[src/rtl/booth_seq_multiplier_if.sv]
`default_nettype none
// +--------------------------------------------------------------------------+
// | booth_seq_multiplier_if : operand/result valid-ready bundle  (rev 1.0)   |
// +--------------------------------------------------------------------------+
interface booth_seq_multiplier_if #(
  parameter int WIDTH = 32
);
  logic               in_valid;
  logic               in_ready;
  logic [WIDTH-1:0]   a;
  logic [WIDTH-1:0]   b;
  logic               is_signed;
  logic               out_valid;
  logic               out_ready;
  logic [2*WIDTH-1:0] result;
  logic               busy;

  modport master (
    output in_valid, a, b, is_signed, out_ready,
    input  in_ready, out_valid, result, busy
  );

  modport slave (
    input  in_valid, a, b, is_signed, out_ready,
    output in_ready, out_valid, result, busy
  );
endinterface
`default_nettype wire

[src/rtl/booth_seq_multiplier.sv]
`default_nettype none
// +--------------------------------------------------------------------------+
// | booth_seq_multiplier : iterative radix-2/4 Booth multiplier   (rev 1.0)  |
// +--------------------------------------------------------------------------+
module booth_seq_multiplier #(
  parameter int WIDTH = 32,
  parameter int RADIX = 4
) (
  input  logic                   clk,
  input  logic                   reset,
  booth_seq_multiplier_if.slave  bus
);

  localparam int EW    = WIDTH + 2;
  localparam int ACC_W = 2 * EW + 1;
  localparam int ITER  = (RADIX == 2) ? EW : EW / 2;
  localparam int CNT_W = $clog2(ITER + 1);

  localparam logic [1:0] S_IDLE = 2'd0;
  localparam logic [1:0] S_CALC = 2'd1;
  localparam logic [1:0] S_DONE = 2'd2;

  localparam logic [CNT_W-1:0] LAST_CNT = CNT_W'(ITER - 1);

  generate
    if (RADIX != 2 && RADIX != 4) begin : g_bad_radix
      $error("booth_seq_multiplier: RADIX must be 2 or 4");
    end
    if ((WIDTH % 2) != 0 || WIDTH < 4) begin : g_bad_width
      $error("booth_seq_multiplier: WIDTH must be even and >= 4");
    end
  endgenerate

  logic [1:0]         state_q,  state_d;
  logic [ACC_W-1:0]   acc_q,    acc_d;
  logic [EW-1:0]      m_q,      m_d;
  logic [CNT_W-1:0]   cnt_q,    cnt_d;
  logic [2*WIDTH-1:0] result_q, result_d;

  logic [ACC_W-1:0]   acc_step;
  logic [EW-1:0]      a_ext;
  logic [EW-1:0]      b_ext;

  assign a_ext = bus.is_signed ? {{2{bus.a[WIDTH-1]}}, bus.a} : {2'b00, bus.a};
  assign b_ext = bus.is_signed ? {{2{bus.b[WIDTH-1]}}, bus.b} : {2'b00, bus.b};

  // Accumulator layout: {partial product (EW), remaining multiplier (EW), guard}.
  generate
    if (RADIX == 2) begin : g_radix2
      logic [EW:0] hi_x;
      logic [EW:0] m1;
      logic [EW:0] sum;

      assign hi_x = {acc_q[ACC_W-1], acc_q[ACC_W-1:EW+1]};
      assign m1   = {m_q[EW-1], m_q};

      always_comb begin
        sum = hi_x;
        case (acc_q[1:0])
          2'b01:   sum = hi_x + m1;
          2'b10:   sum = hi_x - m1;
          default: sum = hi_x;
        endcase
      end

      assign acc_step = {sum, acc_q[EW:1]};
    end else begin : g_radix4
      logic [EW+1:0] hi_x;
      logic [EW+1:0] m1;
      logic [EW+1:0] m2;
      logic [EW+1:0] sum;

      // Two spare high bits keep hi +/- 2M from overflowing before the shift.
      assign hi_x = {{2{acc_q[ACC_W-1]}}, acc_q[ACC_W-1:EW+1]};
      assign m1   = {{2{m_q[EW-1]}}, m_q};
      assign m2   = {m_q[EW-1], m_q, 1'b0};

      always_comb begin
        sum = hi_x;
        case (acc_q[2:0])
          3'b001, 3'b010: sum = hi_x + m1;
          3'b011:         sum = hi_x + m2;
          3'b100:         sum = hi_x - m2;
          3'b101, 3'b110: sum = hi_x - m1;
          default:        sum = hi_x;
        endcase
      end

      assign acc_step = {sum, acc_q[EW:2]};
    end
  endgenerate

  always_comb begin
    state_d  = state_q;
    acc_d    = acc_q;
    m_d      = m_q;
    cnt_d    = cnt_q;
    result_d = result_q;
    case (state_q)
      S_IDLE: begin
        if (bus.in_valid) begin
          m_d     = a_ext;
          acc_d   = {{EW{1'b0}}, b_ext, 1'b0};
          cnt_d   = '0;
          state_d = S_CALC;
        end
      end
      S_CALC: begin
        acc_d = acc_step;
        cnt_d = cnt_q + CNT_W'(1);
        if (cnt_q == LAST_CNT) begin
          result_d = acc_step[2*WIDTH:1];
          state_d  = S_DONE;
        end
      end
      S_DONE: begin
        if (bus.out_ready) begin
          state_d = S_IDLE;
        end
      end
      default: state_d = S_IDLE;
    endcase
  end

  always_ff @(posedge clk or negedge reset) begin
    if (!reset) begin
      state_q  <= S_IDLE;
      acc_q    <= '0;
      m_q      <= '0;
      cnt_q    <= '0;
      result_q <= '0;
    end else begin
      state_q  <= state_d;
      acc_q    <= acc_d;
      m_q      <= m_d;
      cnt_q    <= cnt_d;
      result_q <= result_d;
    end
  end

  assign bus.in_ready  = (state_q == S_IDLE);
  assign bus.out_valid = (state_q == S_DONE);
  assign bus.busy      = (state_q != S_IDLE);
  assign bus.result    = result_q;

endmodule
`default_nettype wire

[src/flat_wrapper.sv]
// flat-port wrapper written by rule: the top's interface ports become plain ports
module booth_seq_multiplier_flat 
#(
  parameter int WIDTH = 32,
  parameter int RADIX = 4
)
  (clk, reset, bus_in_valid, bus_a, bus_b, bus_is_signed, bus_out_ready, bus_in_ready, bus_out_valid, bus_result, bus_busy);
  booth_seq_multiplier_if #(.WIDTH(WIDTH)) bus_i ();
  input  logic clk;
  input  logic reset;
  input wire logic [$bits(bus_i.in_valid)-1:0] bus_in_valid;
  input wire logic [$bits(bus_i.a)-1:0] bus_a;
  input wire logic [$bits(bus_i.b)-1:0] bus_b;
  input wire logic [$bits(bus_i.is_signed)-1:0] bus_is_signed;
  input wire logic [$bits(bus_i.out_ready)-1:0] bus_out_ready;
  output wire logic [$bits(bus_i.in_ready)-1:0] bus_in_ready;
  output wire logic [$bits(bus_i.out_valid)-1:0] bus_out_valid;
  output wire logic [$bits(bus_i.result)-1:0] bus_result;
  output wire logic [$bits(bus_i.busy)-1:0] bus_busy;
  assign bus_i.in_valid = bus_in_valid;
  assign bus_i.a = bus_a;
  assign bus_i.b = bus_b;
  assign bus_i.is_signed = bus_is_signed;
  assign bus_i.out_ready = bus_out_ready;
  assign bus_in_ready = bus_i.in_ready;
  assign bus_out_valid = bus_i.out_valid;
  assign bus_result = bus_i.result;
  assign bus_busy = bus_i.busy;
  booth_seq_multiplier #(.WIDTH(WIDTH), .RADIX(RADIX)) u_core (.clk(clk), .reset(reset), .bus(bus_i));
endmodule
[config.mk]
export PLATFORM = sky130hd
export DESIGN_NAME = booth_seq_multiplier_flat
export DESIGN_NICKNAME = d
export VERILOG_FILES = /design/src/rtl/booth_seq_multiplier_if.sv /design/src/rtl/booth_seq_multiplier.sv /design/src/flat_wrapper.sv
export SDC_FILE = /design/constraint.sdc
export NUM_CORES = 1
export LEC_CHECK = 0
export ABC_AREA = 1
export ABC_CLOCK_PERIOD_IN_PS = 4000
export CORE_ASPECT_RATIO = 1.4
export CORE_UTILIZATION = 23
export DETAILED_ROUTE_END_ITERATION = 16
export PLACE_DENSITY_LB_ADDON = 0.08
export SKIP_LAST_GASP = 1
export SYNTH_ARGS = -nofsm -noshare
export SYNTH_HDL_FRONTEND = slang
export SYNTH_SLANG_ARGS = --single-unit
[constraint.sdc]
create_clock -name clk -period 4 [get_ports clk]
set_input_delay 0.6 -clock clk [delete_from_list [all_inputs] [get_ports clk]]
set_output_delay 0.6 -clock clk [all_outputs]
set_load 0.01 [all_outputs]
==> results of run 1 <==
## layer usage
metal  up-vias  share of wire [%]  track usage, %  wire length (µm)
met5         -                  0               0                 0
met4         0                7.6            16.7              6350
met3       138                3.6            2.81              2990
met2       482                 51            42.7             42300
met1      8043                 38            25.6             31500
li1       8610                  -               -                 -
## repair_timing
action,in CTS,in global routing
setup buffers,2,4
gates cloned,0,0
resized for setup,4,60
setup endpoints to repair,6,34
pin swaps,2,16
## cells in the mapped netlist (all sizes together), types with 4 or more instances
cell	n	area [µm²]
nand3b	8	60.1
a21oi	118	621
a22oi	31	233
clkbuf	33	125
a21o	5	37.5
xor2	34	298
o21ai	183	927
o21bai	27	203
o22ai	5	31.3
dfrtp	173	4330
buf	44	272
nand3	219	1110
or2	8	50.1
nor2	206	856
inv	397	1490
nand4	49	319
nand2	899	3380
o31ai	4	30.0
nor3	25	145
ha	105	1310
a21boi	10	75.1
## flip-flops by register name (all words and copies together) (netlist names)
signal	cells
u_core.acc_q	69
u_core.bus.result	64
u_core.cnt_q	5
u_core.m_q	33
u_core.state_q	2
## metrics by stage
| stage | hold WS [ps] | std cells | worst slack (ps) | instance area, µm² |
|---|---|---|---|---|
| after floorplan | 304 | 2606 | 815 | 16100 |
| after global placement | 465 | 3660 | -230 | 18800 |
| after detailed placement | 465 | 3660 | -233 | 18800 |
| after CTS | 191 | 3694 | 23.9 | 19400 |
| after global routing | 199 | 3698 | -1.41 | 19700 |
| final | 126 | 3698 | -166 | 19700 |
## path summary, 6_finish.rpt
kind	start	end	slack, ps	depth (start not counted)
max	u_core.m_q[0]$_DFFE_PN0P_	u_core.acc_q[45]$_DFFE_PN0P_	-170	11
min	reset	u_core.bus.result[17]$_DFFE_PN0P_	130	1
max reg2reg	u_core.m_q[0]$_DFFE_PN0P_	u_core.acc_q[45]$_DFFE_PN0P_	-170	11
min reg2reg	u_core.cnt_q[4]$_DFFE_PN0P_	u_core.cnt_q[4]$_DFFE_PN0P_	480	1
max in group asynchronous	reset	u_core.bus.result[35]$_DFFE_PN0P_	2740	2
min in group clk	u_core.cnt_q[4]$_DFFE_PN0P_	u_core.cnt_q[4]$_DFFE_PN0P_	480	1
## kinds of logic (layout without fill, tap and decap cells)
group / after synthesis / in the layout / share of synthesized area (%)
xor gates and xnor gates: 36 / 36 / 1.96
adders and majority gates: 108 / 108 / 8.52
DFF: 173 / 173 / 26.9
AOI/OAI and AO/OA: 397 / 397 / 14.1
and+or+nand+nor: 1418 / 1418 / 36.9
buffers and inverters: 474 / 638 / 11.7
## layout make-up
type | instances | area [µm²] | area share, %
clock buffers | 17 | 425 | 2.16
multi-input cells | 1959 | 10200 | 51.6
well taps | 928 | 1160 | 5.89
flip-flops and latches | 173 | 4330 | 22.0
clock inverters | 15 | 190 | 0.965
inverters | 397 | 1490 | 7.58
repair buffers | 209 | 1940 | 9.84
## critical path, cell delays in order (launching register included)
cell and delay, ps:
dfrtp_1 400, buf_4 160, ha_1 300, fa_1 540
nand3_1 140, nand3_1 250, nand3_1 180, nand3_1 180
o21ai_0 1230, nand4_1 290, nand3_1 240, o21ai_0 110
==> flow_summary_export.csv, run 1 <==
group,metric,value,unit
route,dr.pass1.iters,5,
sta,fmax,0.240,GHz
layout,layout_commonest_cell,"nand2_1",
sta,worst_slew_margin_rel,-4.03,%
route,drt_first_iter_violations,1097,
sta,hold_violations,0,
sta,setup_viol_count_final,1,
synth,synth.distinct_cells,48,
route,avgRoutedWirePerCell,22.5,µm
clock_tree,path_clk_slew,90,ps
die,initial_core_util,23.3,%
die,dieWidth,226,µm
sta,drv_slew,2,
synth,synth_ff_type,"dfrtp_1",
clock_tree,hold_buffers,0,
run_status,outcome,"finished with violations",
route,remaining_drc_errors,0,
synth,seq_area_frac_synth,26.9,%
synth,synth_edf_count,0,
global_route,grt_max_degree,105,
route,ant_nets,0,
layout,final_layout_size_suffix_gt1_share,7.87,%
clock_tree,cts.sinks,173,
place,io_buffers,135,
setup_path,cp.required,4340,ps
synth,yosysWarnings,0,
sta,finalSetupTns,-166,ps
die,die_area,0.0712,mm²
setup_path,start_kind,"register",
route,avgViaCountPerCell,4.67,
min_path,min_path_type,"in -> async",
layout,final_util,28.5,%
synth,synth_area,0.0161,mm²
die,io_pins,136,
global_route,grt_pass1_wl,120000,µm
layout,final.fill_count,7836,
global_route,grt_usage,23.7,%
synth,yosys_register_bits,173,
setup_path,path_class,"reg -> reg",
sta,fin_crit_sh,104,%
setup_path,cp-end-kind,"register",
global_route,grt_pass1_vias,17500,
die,core-area,0.0692,mm²
run_status,violations,"max-capacitance violations, max-slew violations, negative setup slack",
sta,finalWorstSetupSlack,-166,ps
sta,worst_pin_slew,1540,ps
synth,synth_cells,2606,
layout,diodes,0,
layout,syn_to_final_growth,22.3,%
clock_tree,clockBufferDepth,2,
clock_tree,insertion_delay,500,ps
route,vias,17300,
layout,layout_common_cells,"nand2_1 (887), inv_1 (379), nand3_1 (213), nor2_1 (174), dfrtp_1 (173)",
place,place_hpwl,68300,µm
clock_tree,cts_inserted_buffers,17,
setup_path,crit_fanout,4,
synth,ys_async_sr_fraction,100,%
setup_path,cp_data_arrival_time,4510,ps
synth,syn_area_per_cell,6.19,µm²
clock_tree,h-tree-depth,4,
job,cap_violations,1,
die,die_height,315,µm
clock_tree,cts_tree,"built",
place,place_congestion,0.925,
sta,fin_crit,4170,ps
sta,clock_skew,17.9,ps
global_route,antenna_found_initial,0,
synth,syn-num-nets,2783,
layout,nNetsFinal,2934,
global_route,grt_overflow,0,
die,rows,114,
clock_tree,clk_root_buffer_cell,"clkbuf_16",
route,wirelength,83200,µm
Power of run 1 is not shown: default switching activity piles up to over one toggle a cycle in this logic, so the estimate is an artifact.
==> run 2: changes to the inputs <==
- ABC_CLOCK_PERIOD_IN_PS: 4000 -> 4850
- MAX_ROUTING_LAYER: default -> met4
- clock period: 4 -> 4.85 ns (I/O delays scaled with it)
==> run 2 against run 1 <==
The flow now finishes without violations. Core utilization shrank 0.99 points. Cell count shrank 1.6%. Non-clock buffer count is 61 lower. Clock skew decreased by 3.2 ps. Hold slack better by 140 ps. Sequential cell count did not move. First-iteration DRC count up 10%. Design area fell by 3.5%. Clock-buffer cell count unchanged. Critical path type unchanged. Die area unchanged. Via count fell by 1.4%.
==> flow_summary_export.csv, run 2 (synthesis gave the netlist of run 1 again) <==
group,metric,value,unit
die,rows,114,
route,drt_first_iter_violations,1209,
die,core-area,0.0692,mm²
layout,layout_common_cells,"nand2_1 (896), inv_1 (381), nand3_1 (216), nor2_1 (182), dfrtp_1 (173)",
die,io_pins,136,
layout,layout_commonest_cell,"nand2_1",
global_route,grt_max_degree,104,
setup_path,crit_fanout,6,
global_route,grt_use_met3,2.57,%
clock_tree,insertion_delay,500,ps
die,die_height,315,µm
sta,worst_slew_margin_rel,35.8,%
min_path,min_path_type,"in -> async",
clock_tree,cts_inserted_buffers,17,
setup_path,cp-end-kind,"register",
place,io_buffers,135,
place,place_congestion,0.982,
clock_tree,cts_setup_buffers,0,
clock_tree,h-tree-depth,4,
setup_path,r2r_slack,450,ps
global_route,grt_util_met2,43.0,%
die,dieWidth,226,µm
place,place_hpwl,67000,µm
route,ant_nets,0,
sta,hold_violations,0,
setup_path,cp_data_arrival_time,4790,ps
global_route,antenna_found_initial,0,
layout,syn_to_final_growth,18.0,%
clock_tree,clockBufferDepth,2,
die,die_area,0.0712,mm²
sta,fin_crit_sh,90.7,%
sta,clock_skew,14.7,ps
clock_tree,hold_buffers,0,
route,avgViaCountPerCell,4.68,
route,remaining_drc_errors,0,
route,avgRoutedWirePerCell,22.4,µm
layout,final.fill_count,7809,
global_route,grt_overflow,0,
clock_tree,path_clk_slew,90,ps
sta,fin_crit,4400,ps
job,cap_violations,0,
route,wirelength,81300,µm
setup_path,path_class,"reg -> reg",
sta,grt_setup_unrepaired,"false",
clock_tree,clk_root_buffer_cell,"clkbuf_16",
sta,setup_viol_count_final,0,
setup_path,start_kind,"register",
global_route,grt_usage,23.9,%
sta,timing.hold.ws,270,ps
global_route,use_met1,25.7,%
route,dr.pass1.iters,6,
layout,nNetsFinal,2873,
sta,finalSetupTns,0,ps
setup_path,r2r_cells,25,
layout,top_register,"u_core.acc_q",
layout,largest_reg_flops,69,
clock_tree,cts_tree,"built",
clock_tree,cts_resized,0,
run_status,outcome,"complete, no violations",
sta,worst_pin_slew,960,ps
setup_path,cp.required,5240,ps
sta,drv_slew,0,
sta,fmax,0.227,GHz
layout,final_layout_size_suffix_gt1_share,4.25,%
route,vias,17000,
global_route,grt_pass1_vias,17100,
die,initial_core_util,23.3,%
global_route,grt_pass1_wl,118000,µm
clock_tree,cts.sinks,173,
global_route,grt.busiest_layer,"met2",
-- run 2: changes by cell type in the layout (fill, tap and decap cells not counted), sizes merged --
cell,previous run,this run
buf,74,13
inv,403,402
clkinv,9,8
clkinvlp,0,1
diode,0,1
bufinv,0,1
-- run 2: layout make-up --
class	instances	area [µm²]	area share, %
Clock buffer	17	425	2.24
Antenna cell	1	2.50	0.0132
Multi-Input combinational cell	1959	9920	52.2
Clock inverter	15	216	1.14
Timing Repair Buffer	148	1480	7.77
Sequential cell	173	4330	22.8
Inverter	397	1490	7.84
Tap cell	928	1160	6.10
-- run 2: final timing paths --
check | start | end
max | u_core.m_q[1]$_DFFE_PN0P_ | u_core.bus.result[63]$_DFFE_PN0P_
min | reset | u_core.acc_q[20]$_DFFE_PN0P_
max reg2reg | u_core.m_q[1]$_DFFE_PN0P_ | u_core.bus.result[63]$_DFFE_PN0P_
min reg2reg | u_core.cnt_q[4]$_DFFE_PN0P_ | u_core.cnt_q[4]$_DFFE_PN0P_
max in group asynchronous | reset | u_core.m_q[26]$_DFFE_PN0P_
min in group clk | u_core.cnt_q[4]$_DFFE_PN0P_ | u_core.cnt_q[4]$_DFFE_PN0P_
-- run 2: worst max-delay path: stages (launching register included) --
cell	delay, ps
dfrtp_1	410
inv_1	240
ha_1	220
nand2_1	90
nor2_2	160
nand4_2	160
nor2_2	250
nand3_2	120
nor2_2	150
inv_1	70
nor2_1	100
inv_1	70
nand2_1	70
xor2_1	260
ha_1	340
nand2_1	110
inv_1	70
nand2_1	70
nand2_1	70
o21bai_1	200
a21oi_1	270
nand3b_1	110
nand3_1	170
nand4_1	280
nand2_1	180
nand2_1	60
-- run 2: stage by stage --
stage,worst slack [ps],util [%],cell area (µm²),instances
after detailed placement,445,26.6,18400,3605
after floorplan,1660,-,16100,2606
final,450,27.5,19000,3638
after CTS,431,27.5,19000,3637
after global routing,99.3,27.5,19000,3637
after global placement,457,26.6,18400,3605
-- run 2: routing by layer --
| layer | vias to the layer above | part of all wire (%) |
|---|---|---|
| li1 | 8487 | - |
| met1 | 7980 | 39 |
| met2 | 456 | 52 |
| met3 | 106 | 3.2 |
| met4 | 0 | 5.6 |
| met5 | - | 0 |
Power of run 2 is left out for the same reason.
